**src/rtl/edge_pkg.sv**
```systemverilog
// Shared constants and types for the edge-label processing blocks.
// Image geometry, label encodings and the pixel address type.
package edge_pkg;

    localparam int IMG_WIDTH   = 640;
    localparam int IMG_HEIGHT  = 480;
    localparam int EDGE_DEPTH  = IMG_WIDTH * IMG_HEIGHT;
    localparam int EDGE_ADDR_W = 19;

    localparam logic [2:0] LBL_EMPTY     = 3'b000;
    localparam logic [2:0] LBL_CLEARED   = 3'b001;
    localparam logic [2:0] LBL_CANDIDATE = 3'b011;
    localparam logic [2:0] LBL_TRACED    = 3'b111;

    typedef logic [EDGE_ADDR_W-1:0] pix_addr_t;

    function automatic pix_addr_t pix_addr(input int x, input int y);
        return pix_addr_t'(y * IMG_WIDTH + x);
    endfunction

endpackage

```
**src/rtl/edge_bram_arbiter_if.sv**
```systemverilog
// Requester-side bus of the edge-label BRAM arbiter (flattened per-requester slices).
// master = requester side, slave = arbiter side.
interface edge_bram_arbiter_if #(
    parameter int N_REQ  = 3,
    parameter int ADDR_W = 19,
    parameter int DATA_W = 3
);
    logic [N_REQ-1:0]        req;
    logic [N_REQ-1:0]        we;
    logic [N_REQ*ADDR_W-1:0] addr;
    logic [N_REQ*DATA_W-1:0] wdata;
    logic [N_REQ-1:0]        gnt;
    logic [N_REQ-1:0]        rvalid;
    logic [DATA_W-1:0]       rdata;

    modport master (output req, we, addr, wdata, input gnt, rvalid, rdata);
    modport slave  (input req, we, addr, wdata, output gnt, rvalid, rdata);
endinterface

```
**src/rtl/edge_arb_pick.sv**
```systemverilog
// Combinational winner selection for the edge BRAM arbiter.
// EDGE_ARB_RR_EN selects round-robin from ptr; otherwise lowest eligible index wins.
module edge_arb_pick #(
    parameter int N_REQ = 3,
    parameter int IDX_W = 2
) (
    input  logic [N_REQ-1:0] elig,
    input  logic [IDX_W-1:0] ptr,
    output logic [IDX_W-1:0] win_idx,
    output logic             win_any
);

`ifdef EDGE_ARB_RR_EN
    always_comb begin
        int cand;
        cand    = 0;
        win_idx = '0;
        win_any = 1'b0;
        for (int k = 0; k < N_REQ; k++) begin
            cand = int'(ptr) + k;
            if (cand >= N_REQ) cand = cand - N_REQ;
            if (!win_any && elig[cand]) begin
                win_any = 1'b1;
                win_idx = IDX_W'(cand);
            end
        end
    end
`else
    logic ptr_unused;
    assign ptr_unused = ^ptr;

    always_comb begin
        win_idx = '0;
        win_any = 1'b0;
        for (int k = N_REQ - 1; k >= 0; k--) begin
            if (elig[k]) begin
                win_any = 1'b1;
                win_idx = IDX_W'(k);
            end
        end
    end
`endif

endmodule

```
**src/rtl/edge_bram_arbiter.sv**
```systemverilog
// Single-port edge-label BRAM arbiter: one access per cycle, registered grants, read-return pipeline.
// Define EDGE_ARB_RR_EN for round-robin picking; default is fixed priority (index 0 highest).
module edge_bram_arbiter
    import edge_pkg::*;
#(
    parameter int N_REQ    = 3,
    parameter int ADDR_W   = 19,
    parameter int DATA_W   = 3,
    parameter int DEPTH    = EDGE_DEPTH,
    parameter int READ_LAT = 2
) (
    input  logic                clk,
    input  logic                rst_n,
    edge_bram_arbiter_if.slave  bus,
    output logic [ADDR_W-1:0]   bram_addr,
    output logic                bram_we,
    output logic [DATA_W-1:0]   bram_din,
    input  logic [DATA_W-1:0]   bram_dout,
    output logic                oor_err
);

    localparam int IDX_W = (N_REQ > 1) ? $clog2(N_REQ) : 1;
    localparam int N_PAD = 1 << IDX_W;
    localparam int LAST  = READ_LAT - 1;
    localparam logic [ADDR_W:0] DEPTH_V = (ADDR_W + 1)'(DEPTH);

    // Per-requester views padded to a power of two so any win_idx is a legal index.
    logic [ADDR_W-1:0] addr_arr  [N_PAD];
    logic [DATA_W-1:0] wdata_arr [N_PAD];
    logic              we_arr    [N_PAD];

    for (genvar gi = 0; gi < N_PAD; gi++) begin : g_unpack
        if (gi < N_REQ) begin : g_real
            assign addr_arr[gi]  = bus.addr[gi*ADDR_W +: ADDR_W];
            assign wdata_arr[gi] = bus.wdata[gi*DATA_W +: DATA_W];
            assign we_arr[gi]    = bus.we[gi];
        end else begin : g_pad
            assign addr_arr[gi]  = '0;
            assign wdata_arr[gi] = '0;
            assign we_arr[gi]    = 1'b0;
        end
    end

    logic [N_REQ-1:0]  gnt_reg, rvalid_reg;
    logic [DATA_W-1:0] rdata_reg;
    logic [ADDR_W-1:0] bram_addr_reg;
    logic              bram_we_reg;
    logic [DATA_W-1:0] bram_din_reg;
    logic              oor_err_reg;

    logic [N_REQ-1:0]  elig, win_onehot, rv_onehot;
    logic [IDX_W-1:0]  win_idx, pick_ptr;
    logic              win_any;
    logic [ADDR_W-1:0] sel_addr;
    logic [DATA_W-1:0] sel_wdata;
    logic              sel_we, sel_oor;

    // A requester is masked during its own grant cycle so a held req is not granted twice.
    assign elig = bus.req & ~gnt_reg;

    edge_arb_pick #(.N_REQ(N_REQ), .IDX_W(IDX_W)) u_pick (
        .elig    (elig),
        .ptr     (pick_ptr),
        .win_idx (win_idx),
        .win_any (win_any)
    );

`ifdef EDGE_ARB_RR_EN
    logic [IDX_W-1:0] rr_ptr_reg;

    always_ff @(posedge clk or negedge rst_n) begin
        if (!rst_n) begin
            rr_ptr_reg <= '0;
        end else if (win_any) begin
            rr_ptr_reg <= (win_idx == IDX_W'(N_REQ - 1)) ? '0 : win_idx + 1'b1;
        end
    end

    assign pick_ptr = rr_ptr_reg;
`else
    assign pick_ptr = '0;
`endif

    always_comb begin
        sel_addr   = addr_arr[win_idx];
        sel_wdata  = wdata_arr[win_idx];
        sel_we     = we_arr[win_idx];
        sel_oor    = ({1'b0, sel_addr} >= DEPTH_V);
        win_onehot = N_REQ'(win_any) << win_idx;
    end

    // Read-return pipeline: {valid, requester id, out-of-range} per granted read.
    logic [READ_LAT-1:0]            pipe_vld_reg, pipe_vld_next;
    logic [READ_LAT-1:0][IDX_W-1:0] pipe_id_reg,  pipe_id_next;
    logic [READ_LAT-1:0]            pipe_oor_reg, pipe_oor_next;

    for (genvar gi = 0; gi < READ_LAT; gi++) begin : g_pipe
        if (gi == 0) begin : g_head
            assign pipe_vld_next[gi] = win_any & ~sel_we;
            assign pipe_id_next[gi]  = win_idx;
            assign pipe_oor_next[gi] = sel_oor;
        end else begin : g_body
            assign pipe_vld_next[gi] = pipe_vld_reg[gi-1];
            assign pipe_id_next[gi]  = pipe_id_reg[gi-1];
            assign pipe_oor_next[gi] = pipe_oor_reg[gi-1];
        end
    end

    assign rv_onehot = N_REQ'(pipe_vld_reg[LAST]) << pipe_id_reg[LAST];

    always_ff @(posedge clk or negedge rst_n) begin
        if (!rst_n) begin
            gnt_reg       <= '0;
            rvalid_reg    <= '0;
            rdata_reg     <= '0;
            bram_addr_reg <= '0;
            bram_we_reg   <= 1'b0;
            bram_din_reg  <= '0;
            oor_err_reg   <= 1'b0;
            pipe_vld_reg  <= '0;
            pipe_id_reg   <= '0;
            pipe_oor_reg  <= '0;
        end else begin
            gnt_reg     <= win_onehot;
            bram_we_reg <= win_any & sel_we & ~sel_oor;
            if (win_any) begin
                bram_addr_reg <= sel_addr;
                bram_din_reg  <= sel_wdata;
            end
            if (win_any && sel_oor) oor_err_reg <= 1'b1;
            pipe_vld_reg <= pipe_vld_next;
            pipe_id_reg  <= pipe_id_next;
            pipe_oor_reg <= pipe_oor_next;
            rvalid_reg   <= rv_onehot;
            if (pipe_vld_reg[LAST]) rdata_reg <= pipe_oor_reg[LAST] ? '0 : bram_dout;
        end
    end

    assign bus.gnt    = gnt_reg;
    assign bus.rvalid = rvalid_reg;
    assign bus.rdata  = rdata_reg;
    assign bram_addr  = bram_addr_reg;
    assign bram_we    = bram_we_reg;
    assign bram_din   = bram_din_reg;
    assign oor_err    = oor_err_reg;

endmodule

```
**src/flat_wrapper.sv**
```systemverilog
// flat-port wrapper written by rule: the top's interface ports become plain ports
module edge_bram_arbiter_flat import edge_pkg::*;
#(
    parameter int N_REQ    = 3,
    parameter int ADDR_W   = 19,
    parameter int DATA_W   = 3,
    parameter int DEPTH    = EDGE_DEPTH,
    parameter int READ_LAT = 2
)
  (clk, rst_n, bram_addr, bram_we, bram_din, bram_dout, oor_err, bus_req, bus_we, bus_addr, bus_wdata, bus_gnt, bus_rvalid, bus_rdata);
  edge_bram_arbiter_if #(.N_REQ(N_REQ), .ADDR_W(ADDR_W), .DATA_W(DATA_W)) bus_i ();
  input  logic clk;
  input  logic rst_n;
  output logic [ADDR_W-1:0] bram_addr;
  output logic bram_we;
  output logic [DATA_W-1:0] bram_din;
  input  logic [DATA_W-1:0] bram_dout;
  output logic oor_err;
  input wire logic [$bits(bus_i.req)-1:0] bus_req;
  input wire logic [$bits(bus_i.we)-1:0] bus_we;
  input wire logic [$bits(bus_i.addr)-1:0] bus_addr;
  input wire logic [$bits(bus_i.wdata)-1:0] bus_wdata;
  output wire logic [$bits(bus_i.gnt)-1:0] bus_gnt;
  output wire logic [$bits(bus_i.rvalid)-1:0] bus_rvalid;
  output wire logic [$bits(bus_i.rdata)-1:0] bus_rdata;
  assign bus_i.req = bus_req;
  assign bus_i.we = bus_we;
  assign bus_i.addr = bus_addr;
  assign bus_i.wdata = bus_wdata;
  assign bus_gnt = bus_i.gnt;
  assign bus_rvalid = bus_i.rvalid;
  assign bus_rdata = bus_i.rdata;
  edge_bram_arbiter #(.N_REQ(N_REQ), .ADDR_W(ADDR_W), .DATA_W(DATA_W), .DEPTH(DEPTH), .READ_LAT(READ_LAT)) u_core (.clk(clk), .rst_n(rst_n), .bus(bus_i), .bram_addr(bram_addr), .bram_we(bram_we), .bram_din(bram_din), .bram_dout(bram_dout), .oor_err(oor_err));
endmodule
```
**config.mk**
```make
export PLATFORM = sky130hd
export DESIGN_NAME = edge_bram_arbiter_flat
export DESIGN_NICKNAME = d
export VERILOG_FILES = /design/src/rtl/edge_pkg.sv /design/src/rtl/edge_bram_arbiter_if.sv /design/src/rtl/edge_arb_pick.sv /design/src/rtl/edge_bram_arbiter.sv /design/src/flat_wrapper.sv
export SDC_FILE = /design/constraint.sdc
export NUM_CORES = 1
export LEC_CHECK = 0
export CORE_MARGIN = 4
export CORE_UTILIZATION = 39
export CTS_BUF_LIST = sky130_fd_sc_hd__clkbuf_4
export CTS_CLUSTER_DIAMETER = 40
export DETAILED_ROUTE_END_ITERATION = 8
export GPL_TIMING_DRIVEN = 0
export PLACE_DENSITY = 0.93
export SKIP_LAST_GASP = 1
export SLEW_MARGIN = 20
export SYNTH_ARGS = -nofsm -noshare
export SYNTH_HDL_FRONTEND = slang
export SYNTH_HIERARCHICAL = 1
export SYNTH_SLANG_ARGS = --single-unit
```
**constraint.sdc**
```tcl
create_clock -name clk -period 2.49 [get_ports clk]
set_input_delay 0.498 -clock clk [delete_from_list [all_inputs] [get_ports clk]]
set_output_delay 0.498 -clock clk [all_outputs]
set_load 0.05 [all_outputs]
```
==> impl_metrics.tcl <==
set metrics [dict create \
    syn-instance-count 182 \
    ir_drop_uv 385 \
    tightest_slew_ns 0.531 \
    hp-class "in2async" \
    grt_overflow 0 \
    wl_per_cell_um 15.5 \
    insertion_delay_ns 0.34 \
    largest_register_ffs 19 \
    post_cts_buffers 0 \
    status "completed" \
    p_leak_nw 1.32 \
    critPathKind "in2reg" \
    cp_top_family "buffers and inverters" \
    grt_first_pass_wirelength_um 9170 \
    syn_to_final_growth_pct 66.1 \
    synth_nets 259 \
    hold_buffers 0 \
    cp.arrival_ns 2.60 \
    grt_antenna_before_repair 0 \
    finalInstanceArea_um2 3210 \
    multi_input_area_um2 825 \
    numCtsBuffers 5 \
    grt_use_total_pct 19.2 \
    tns_ns 0 \
    cp_max_fo 10 \
    drive_gt1_share_pct 10.0 \
    slew-limit-headroom_pct 64.5 \
    num_vias 1810 \
    powerDensity_nw_per_um2 770 \
    synth_area_um2 1930 \
    num_antenna_cells 0 \
    hold_viol_final 0 \
    cts_max_level 2 \
    ant_nets 0 \
    die_area_um2 6150 \
    whs_ns 0.0784 \
    first_global_vias 1909 \
    fp.dieH_um 78.4 \
    hpwl_um 4610 \
    cts_tree "yes" \
    io_buffers 109 \
    period_needed_ns 2.35 \
    crit_buf_inv 3 \
    seq_area_um2 1030 \
    final_nets 376 \
    maxCapViolations 0 \
    maxSlewViolCount 0 \
    period_share_pct 94.6 \
    drcViolationCount 0 \
    crit_path_top_delay_cell "clkdlybuf4s50_1" \
    rsz0062_at_grt "false" \
    start_util_pct 40.7 \
    worst_ep_required_time_ns 2.73 \
    setup_violations 0 \
    crit_path_cell_trace "clkdlybuf4s50_1 > nor2b_2 > nor2b_2 > buf_6 > buf_8 > mux2i_1 > a2bb2oi_2 > a211oi_1 > a311o_1" \
    ios 110 \
    slowest_delay_ns 0.44 \
    drt_pass1_iterations 4 \
    grt_max_degree 25 \
    place_area_um2 3130 \
    vias_per_cell 4.93 \
    core_area_um2 4750 \
    clockBufferDepth 2 \
    avgSynthCellArea_um2 10.6 \
    path_common_cell "nor2b_2" \
    gp_congestion 0.815 \
    max_freq_ghz 0.425 \
    clockRootBuffer "clkbuf_4" \
    fp-row-count 25 \
    first_iter_violations 129 \
    cts_sinks 41 \
    yosys_warnings 6 \
    rrSetupSlack_ns 0.35 \
    clk_pin_slew_ns 0.13 \
    dieWidth_um 78.4 \
    fill_cells 379 \
    worst_clock_skew_ns 0.00701 \
    crit_path_end_kind "register" \
    cp-start-kind "input port" \
    routed_wirelength_um 5700 \
]
[metrics by stage]
step           cells  utilization, %  worst slack [ns]  power, W
2_1_floorplan    182               -            0.0693   0.00165
3_3_place_gp     358            65.4            -0.691   0.00211
3_5_place_dp     359            65.9            -0.721   0.00215
4_1_cts          367            67.2            0.0436   0.00249
5_1_grt          367            67.6           0.00622   0.00260
6_report         367            67.6             0.135   0.00247
[cell usage in the layout, fill, tap and decap left out, types with 3 or more instances in the layout]
cell	n
mux2i_1	12
nand2_1	13
buf_2	5
clkbuf_4	5
a221o_1	11
a21oi_1	27
o21ai_0	3
buf_6	4
nor2_1	28
inv_1	4
clkdlybuf4s50_1	108
dfrtp_1	41
a2bb2oi_2	4
nand3b_1	3
[layout make-up]
cell class,count,share of cell area (%)
buffer,12,2.84
clock buffer,5,1.17
clock inverter,3,0.662
inverter,4,0.467
multi-input combinational,125,25.7
sequential,41,31.9
tap,67,2.61
timing repair buffer,110,34.7
[path summary, 6_finish.rpt]
kind / depth (start not counted) / from / endpoint
max: 9 / bus_req[1] / u_core/oor_err
min reg2reg: 0 / u_core/pipe_oor_reg[0] / u_core/pipe_oor_reg[1]
max reg2reg: 8 / u_core/bus.gnt[1] / u_core/oor_err
min in group clk: 0 / u_core/pipe_oor_reg[0] / u_core/pipe_oor_reg[1]
min: 1 / rst_n / u_core/bus.rdata[0]
max in group asynchronous: 2 / rst_n / u_core/bram_addr[1]
[per-layer routing]
layer / wire length [um] / global-route usage, % / up-vias
met5: 0 / 0 / -
met4: 67 / 4.72 / 0
met3: 368 / 6.31 / 6
met2: 3160 / 35.4 / 59
met1: 2110 / 21.1 / 859
li1: - / - / 886
[worst reg2reg max path: stages (launching register included)]
cell and delay (ns):
dfrtp_1 0.41, nor2b_2 0.19, nor2b_2 0.21, buf_6 0.17
buf_8 0.16, mux2i_1 0.23, a2bb2oi_2 0.24, a211oi_1 0.12
a311o_1 0.33
[what timing repair did]
action,in CTS,in global routing
resized for setup,1,4
endpoints found under the setup margin,23,7
endpoints found under the hold margin,0,0
pin swaps,0,0
gates cloned,0,0
[power by group]
part | switching (W) | internal [W]
registers | 0.0000772 | 0.000809
logic | 0.000752 | 0.000496
clock network | 0.000227 | 0.000112
No activity file was read; power rests on OpenSTA's default activity.
